### src/rtl/sseg_pkg.sv
// Shared symbol codes, mode/message encodings and FSM state type for the
// seven-segment message driver and the per-digit decoders.
package sseg_pkg;

    localparam int SYM_W      = 5;
    localparam int NUM_DIGITS = 8;
    localparam int FRAME_W    = SYM_W * NUM_DIGITS;

    // Codes 0-15 are the hex digits themselves; letters follow.
    localparam logic [SYM_W-1:0] SYM_I   = 5'd18;
    localparam logic [SYM_W-1:0] SYM_N   = 5'd19;
    localparam logic [SYM_W-1:0] SYM_O   = 5'd20;
    localparam logic [SYM_W-1:0] SYM_P   = 5'd21;
    localparam logic [SYM_W-1:0] SYM_R   = 5'd22;
    localparam logic [SYM_W-1:0] SYM_S   = 5'd23;
    localparam logic [SYM_W-1:0] SYM_T   = 5'd24;
    localparam logic [SYM_W-1:0] SYM_U   = 5'd25;
    localparam logic [SYM_W-1:0] SYM_Y   = 5'd26;
    localparam logic [SYM_W-1:0] SYM_OFF = 5'd27;

    localparam logic [FRAME_W-1:0] FRAME_OFF = {NUM_DIGITS{SYM_OFF}};

    typedef enum logic [1:0] {
        MODE_DEC = 2'd0,
        MODE_HEX = 2'd1,
        MODE_MSG = 2'd2,
        MODE_RSV = 2'd3
    } mode_e;

    typedef enum logic [1:0] {
        MSG_RUN  = 2'd0,
        MSG_DONE = 2'd1,
        MSG_BUSY = 2'd2,
        MSG_STOP = 2'd3
    } msg_e;

    typedef enum logic [1:0] {
        ST_IDLE = 2'd0,
        ST_CONV = 2'd1,
        ST_FIN  = 2'd2
    } state_e;

    // Status words are right-aligned; digit 0 sits in the low five bits.
    function automatic logic [FRAME_W-1:0] msg_frame(input logic [1:0] sel);
        case (msg_e'(sel))
            MSG_RUN:  msg_frame = {{5{SYM_OFF}}, SYM_R, SYM_U, SYM_N};
            MSG_DONE: msg_frame = {{4{SYM_OFF}}, 5'd13, SYM_O, SYM_N, 5'd14};
            MSG_BUSY: msg_frame = {{4{SYM_OFF}}, 5'd11, SYM_U, SYM_S, SYM_Y};
            default:  msg_frame = {{4{SYM_OFF}}, SYM_S, SYM_T, SYM_O, SYM_P};
        endcase
    endfunction

endpackage

### src/rtl/bcd_adjust.sv
// Single BCD nibble correction for shift-add-3: values of 5 or more get +3
// so the following left shift carries correctly into the next decade.
module bcd_adjust (
    input  logic [3:0] nib_in,
    output logic [3:0] nib_out
);

    assign nib_out = (nib_in >= 4'd5) ? nib_in + 4'd3 : nib_in;

endmodule

### src/rtl/sseg_msg_driver.sv
// Formats a binary value (decimal or hex) or a fixed status word into eight
// 5-bit display symbols; the visible frame only changes when a new one is done.
module sseg_msg_driver
    import sseg_pkg::*;
#(
    parameter int DATA_W = 16
) (
    input  logic              clk,
    input  logic              rstN,
    input  logic [DATA_W-1:0] value,
    input  logic [1:0]        mode,
    input  logic [1:0]        msg_sel,
    input  logic              load,
    output logic              ready,
    output logic              disp_valid,
    output logic [39:0]       digits,
    output state_e            dbg_state
);

    // Handshake: a request is taken on the rising edge where load && ready;
    // load while ready is low is dropped, and disp_valid pulses for exactly
    // one cycle (which is already an IDLE/ready cycle) after digits updates.

    localparam int HEX_DIGITS = (DATA_W + 3) / 4;
    localparam int HEX_W      = HEX_DIGITS * 4;
    localparam int SR_W       = 32 + DATA_W;

    if (DATA_W < 4 || DATA_W > 26) begin : g_bad_width
        $error("sseg_msg_driver: DATA_W must be in 4..26");
    end

    state_e               state_q, state_d;
    logic [DATA_W-1:0]    bin_q;
    logic [31:0]          bcd_q;
    logic [31:0]          bcd_adj;
    logic [4:0]           iter_q;
    logic [1:0]           mode_q;
    logic [1:0]           msg_q;
    logic [FRAME_W-1:0]   digits_q;
    logic [FRAME_W-1:0]   frame;
    logic                 valid_q;
    logic                 conv_done;
    logic [SR_W-1:0]      shifted;
    logic [HEX_W-1:0]     hex_word;
    logic                 lead;

    for (genvar g = 0; g < NUM_DIGITS; g++) begin : g_adj
        bcd_adjust u_adj (
            .nib_in  (bcd_q[4*g +: 4]),
            .nib_out (bcd_adj[4*g +: 4])
        );
    end

    assign shifted   = {bcd_adj, bin_q} << 1;
    assign conv_done = (iter_q == 5'(DATA_W - 1));
    assign hex_word  = HEX_W'(bin_q);

    always_ff @(posedge clk or negedge rstN) begin
        if (!rstN) state_q <= ST_IDLE;
        else       state_q <= state_d;
    end

    always_comb begin
        state_d = state_q;
        case (state_q)
            ST_IDLE: if (load) state_d = (mode == MODE_DEC) ? ST_CONV : ST_FIN;
            ST_CONV: if (conv_done) state_d = ST_FIN;
            ST_FIN:  state_d = ST_IDLE;
            default: state_d = ST_IDLE;
        endcase
    end

    always_ff @(posedge clk or negedge rstN) begin
        if (!rstN) begin
            bin_q    <= '0;
            bcd_q    <= '0;
            iter_q   <= '0;
            mode_q   <= '0;
            msg_q    <= '0;
            digits_q <= FRAME_OFF;
            valid_q  <= 1'b0;
        end else begin
            valid_q <= 1'b0;
            case (state_q)
                ST_IDLE: begin
                    if (load) begin
                        bin_q  <= value;
                        bcd_q  <= '0;
                        iter_q <= '0;
                        mode_q <= mode;
                        msg_q  <= msg_sel;
                    end
                end
                ST_CONV: begin
                    {bcd_q, bin_q} <= shifted;
                    iter_q         <= iter_q + 5'd1;
                end
                ST_FIN: begin
                    digits_q <= frame;
                    valid_q  <= 1'b1;
                end
                default: ;
            endcase
        end
    end

    // Decimal blanking scans from the top digit down; digit 0 always shows.
    always_comb begin
        frame = FRAME_OFF;
        lead  = 1'b1;
        case (mode_q)
            MODE_DEC: begin
                for (int k = NUM_DIGITS - 1; k >= 0; k--) begin
                    if (lead && bcd_q[4*k +: 4] == 4'd0 && k != 0) begin
                        frame[5*k +: 5] = SYM_OFF;
                    end else begin
                        lead            = 1'b0;
                        frame[5*k +: 5] = {1'b0, bcd_q[4*k +: 4]};
                    end
                end
            end
            MODE_HEX: begin
                for (int k = 0; k < HEX_DIGITS; k++) begin
                    frame[5*k +: 5] = {1'b0, hex_word[4*k +: 4]};
                end
            end
            MODE_MSG: frame = msg_frame(msg_q);
            default:  frame = FRAME_OFF;
        endcase
    end

    assign ready      = (state_q == ST_IDLE);
    assign disp_valid = valid_q;
    assign digits     = digits_q;
    assign dbg_state  = state_q;

endmodule
### config.mk
export PLATFORM = sky130hd
export DESIGN_NAME = sseg_msg_driver
export DESIGN_NICKNAME = d
export VERILOG_FILES = /design/src/rtl/sseg_pkg.sv /design/src/rtl/bcd_adjust.sv /design/src/rtl/sseg_msg_driver.sv
export SDC_FILE = /design/constraint.sdc
export NUM_CORES = 1
export LEC_CHECK = 0
export CORE_ASPECT_RATIO = 1.1
export CORE_MARGIN = 2
export CORE_UTILIZATION = 41
export CTS_CLUSTER_SIZE = 10
export DETAILED_ROUTE_END_ITERATION = 12
export GPL_TIMING_DRIVEN = 0
export PLACE_DENSITY = 0.6
export SYNTH_ARGS = -nofsm -noshare
export SYNTH_HDL_FRONTEND = slang
export SYNTH_SLANG_ARGS = --single-unit
### constraint.sdc
create_clock -name clk -period 3.15 [get_ports clk]
set_input_delay 0.63 -clock clk [delete_from_list [all_inputs] [get_ports clk]]
set_output_delay 0.63 -clock clk [all_outputs]
set_load 0.01 [all_outputs]
==> results.cfg <==
[synthesis]
netlist_area_sq_mm = 0.00518
synth_seq_cells = 100
synth_top_cell_by_area = dfrtp_1
synth_edf_count = 0
muxShareOfSynthArea_pct = 3.07
synth_top_family_by_area = compound AO/OA/AOI/OAI gates
synth.area.top_cells = dfrtp_1 (33%), dfstp_2 (16%), ha_1 (7.2%), nand2_1 (4.9%), nor2_1 (3.0%)
ys_seq_area_share_pct = 49.1
synth_compound_area_share_pct = 20.2
syn_nets = 575
synth_fa_ha_area_share_pct = 7.25
ys.flop_type = dfrtp_1
avgSynthCellArea_sq_um = 9.92
synth-simple-area-share_pct = 14.2
synthArstFlopShare_pct = 100
yosysWarnings = 0
synth-xor-area-share_pct = 1.69
netlist.area_leader.share_pct = 32.9
syn_inst = 522
synth.distinct_cells = 44

[power_and_ir_drop]
peakVddDrop_uv = 382
pwr-share-clk_pct = 24.5
power.leakage_nw = 2.72
power.density_mw_per_mm2 = 799
p_sw_share_pct = 37.4
power.switching_mw = 1.91
internal_power_mw = 3.20
pwr-share-seq_pct = 37.4
p_comb_share_pct = 38.1

[setup_path]
cp-start-kind = register
path_cells = buf_2 > nor2_1 > clkdlybuf4s50_1
critPathSlowestCell = clkdlybuf4s50_1
path_max_fanout = 10
critPathRequiredTime_ps = 2520
end_kind = primary output
cp_num_buf_inv = 2
max_stage_delay_ps = 560
crit_family = buffers and inverters
cp.arrival_ps = 1700
worst-setup-path-type = register to primary output

[timing]
slew_headroom_pct = 56.9
rsz0062_at_grt = no
setup_viol = 0
tightest_slew_ps = 647
period_share_pct = 74.0
slew_viol_final = 0
clock_skew_ps = 8.14
fin_hold_ws_ps = 295
hold_viol_final = 0
finalCriticalPeriod_ps = 2330
fmax_mhz = 429

[final_layout]
syn2layout_area_growth_pct = 23.5
drive_gt1_share_pct = 14.4
final_cells = 762
final_common_cell = dfrtp_1
layout_common_cells = dfrtp_1 (68), nand2_1 (67), clkdlybuf4s50_1 (65), nor2_1 (42), dfstp_2 (32)
final_nets = 653
num_antenna_cells = 0

[route]
vias = 4221
drtIter0Drc = 292
routedWlPerCell_microns = 17.7
vias_per_cell = 5.54
drt_pass1_iterations = 4
wl_mm = 13.5
drcViolationCount = 0
antenna_left = 0

[clocking]
clock_latency_ps = 360
cts_sinks = 100
cts_setup_buffers = 0
cts_buffers = 9
root_buffer = clkbuf_16
cts_hold_buf = 0
path_clk_slew_ps = 70
cts_tree = done
ctsResizeCount = 0
clockBufferDepth = 2
cts_max_level = 3

[worst_hold_path]
hp-class = primary input to asynchronous set/reset pin

[floorplanning]
std_cell_rows = 43
initial_core_util_pct = 41.5
die_width_microns = 111
core_sq_mm = 0.0125
design.portCount = 67
dieArea_sq_mm = 0.0136
die_h_microns = 122

[global_route]
antenna_found_initial = 0
grt_usage_pct = 20.8
grt_pass1_vias = 4229
grt_pass1_wl_mm = 22.1
gr-total-overflow = 0
grt_max_degree = 53

[flow_run]
cap_violations = 0

[placement]
io_buffers = 66
dpl.hpwl_mm = 9.78
gp_congestion = 0.874
dp_cells = 746

[outcome]
status = finished clean
-- synth_stat cells (4+ instances only) --
cell type / count
o31ai_1: 5
o21ai_1: 8
nor2_1: 42
dfrtp_1: 68
ha_1: 30
xnor2_1: 8
buf_2: 18
dfstp_2: 32
clkbuf_1: 8
mux2_2: 7
buf_4: 4
nand2b_1: 11
o22a_1: 11
o21a_1: 6
o22ai_1: 19
nand2_1: 67
a22o_1: 17
inv_1: 21
o21ai_0: 28
nor3b_1: 8
nand3_1: 4
nor3_1: 8
a21oi_1: 30
a31oi_1: 18
mux2i_1: 8
o211ai_1: 5
o2bb2ai_1: 4
-- per-layer routing --
layer | part of all wire, % | global-route usage [%]
met5 | 0 | 0
met4 | 1.8 | 7.79
met3 | 4.5 | 3.58
met2 | 47 | 33.0
met1 | 47 | 28.9
-- power groups by stage --
stage	logic, mW	registers, mW	clock network (mW)
finish	1.95	1.91	1.25
global route	2.16	1.95	1.32
CTS	1.95	1.91	1.27
detailed placement	1.94	1.93	0
global placement	1.91	1.92	0
floorplan	1.13	1.92	0
-- registers in the layout, summed over array words and instances, names as in the netlist --
name and count:
bcd_q 32, bin_q 16, dbg_state 2, digits 40, disp_valid 1, iter_q 5
mode_q 2, msg_q 2
-- final cells by class --
type                            instances  area, sq um
Buffer                                 30          150
Clock buffer                           11          253
Clock inverter                          5         83.8
Fill cell                            1178         6080
Inverter                               22         82.6
Multi-Input combinational cell        370         2400
Sequential cell                       100         2540
Tap cell                              157          196
Timing Repair Buffer                   67          686
-- path summary, 6_finish.rpt --
| path | startpoint | end | slack [ps] | depth (start not counted) |
|---|---|---|---|---|
| worst max register to register | bcd_q[28]$_DFFE_PN0P_ | digits[14]$_DFFE_PN1P_ | 1210 | 7 |
| worst min register to register | digits[1]$_DFFE_PN1P_ | digits[1]$_DFFE_PN1P_ | 470 | 2 |
| worst min-delay path | rstN | digits[22]$_DFFE_PN0P_ | 290 | 1 |
| max in group asynchronous | rstN | digits[3]$_DFFE_PN1P_ | 2110 | 2 |
| min in group clk | digits[1]$_DFFE_PN1P_ | digits[1]$_DFFE_PN1P_ | 470 | 2 |
| worst max-delay path | dbg_state[1]$_DFFE_PN0P_ | ready | 820 | 3 |
-- kinds of logic after synthesis --
family	Yosys count
AO/OA/AOI/OAI	160
AND/OR/NAND/NOR	155
flip-flops	100
buffers and inverters	52
adder cells (fa/ha/maj)	30
multiplexers	15
XOR/XNOR	10
-- per-stage QoR --
step	instance area [sq um]	setup TNS [ps]	power, mW	util [%]	setup WS, ps
floorplan	5180	0	3.05	-	1580
global placement	6040	-199130	3.83	48.4	-2390
detailed placement	6060	0	3.87	48.6	857
CTS	6400	0	5.13	51.3	822
global route	6400	0	5.43	51.3	754
finish	6400	0	5.11	51.3	820
(Power assumes the default switching activity.)
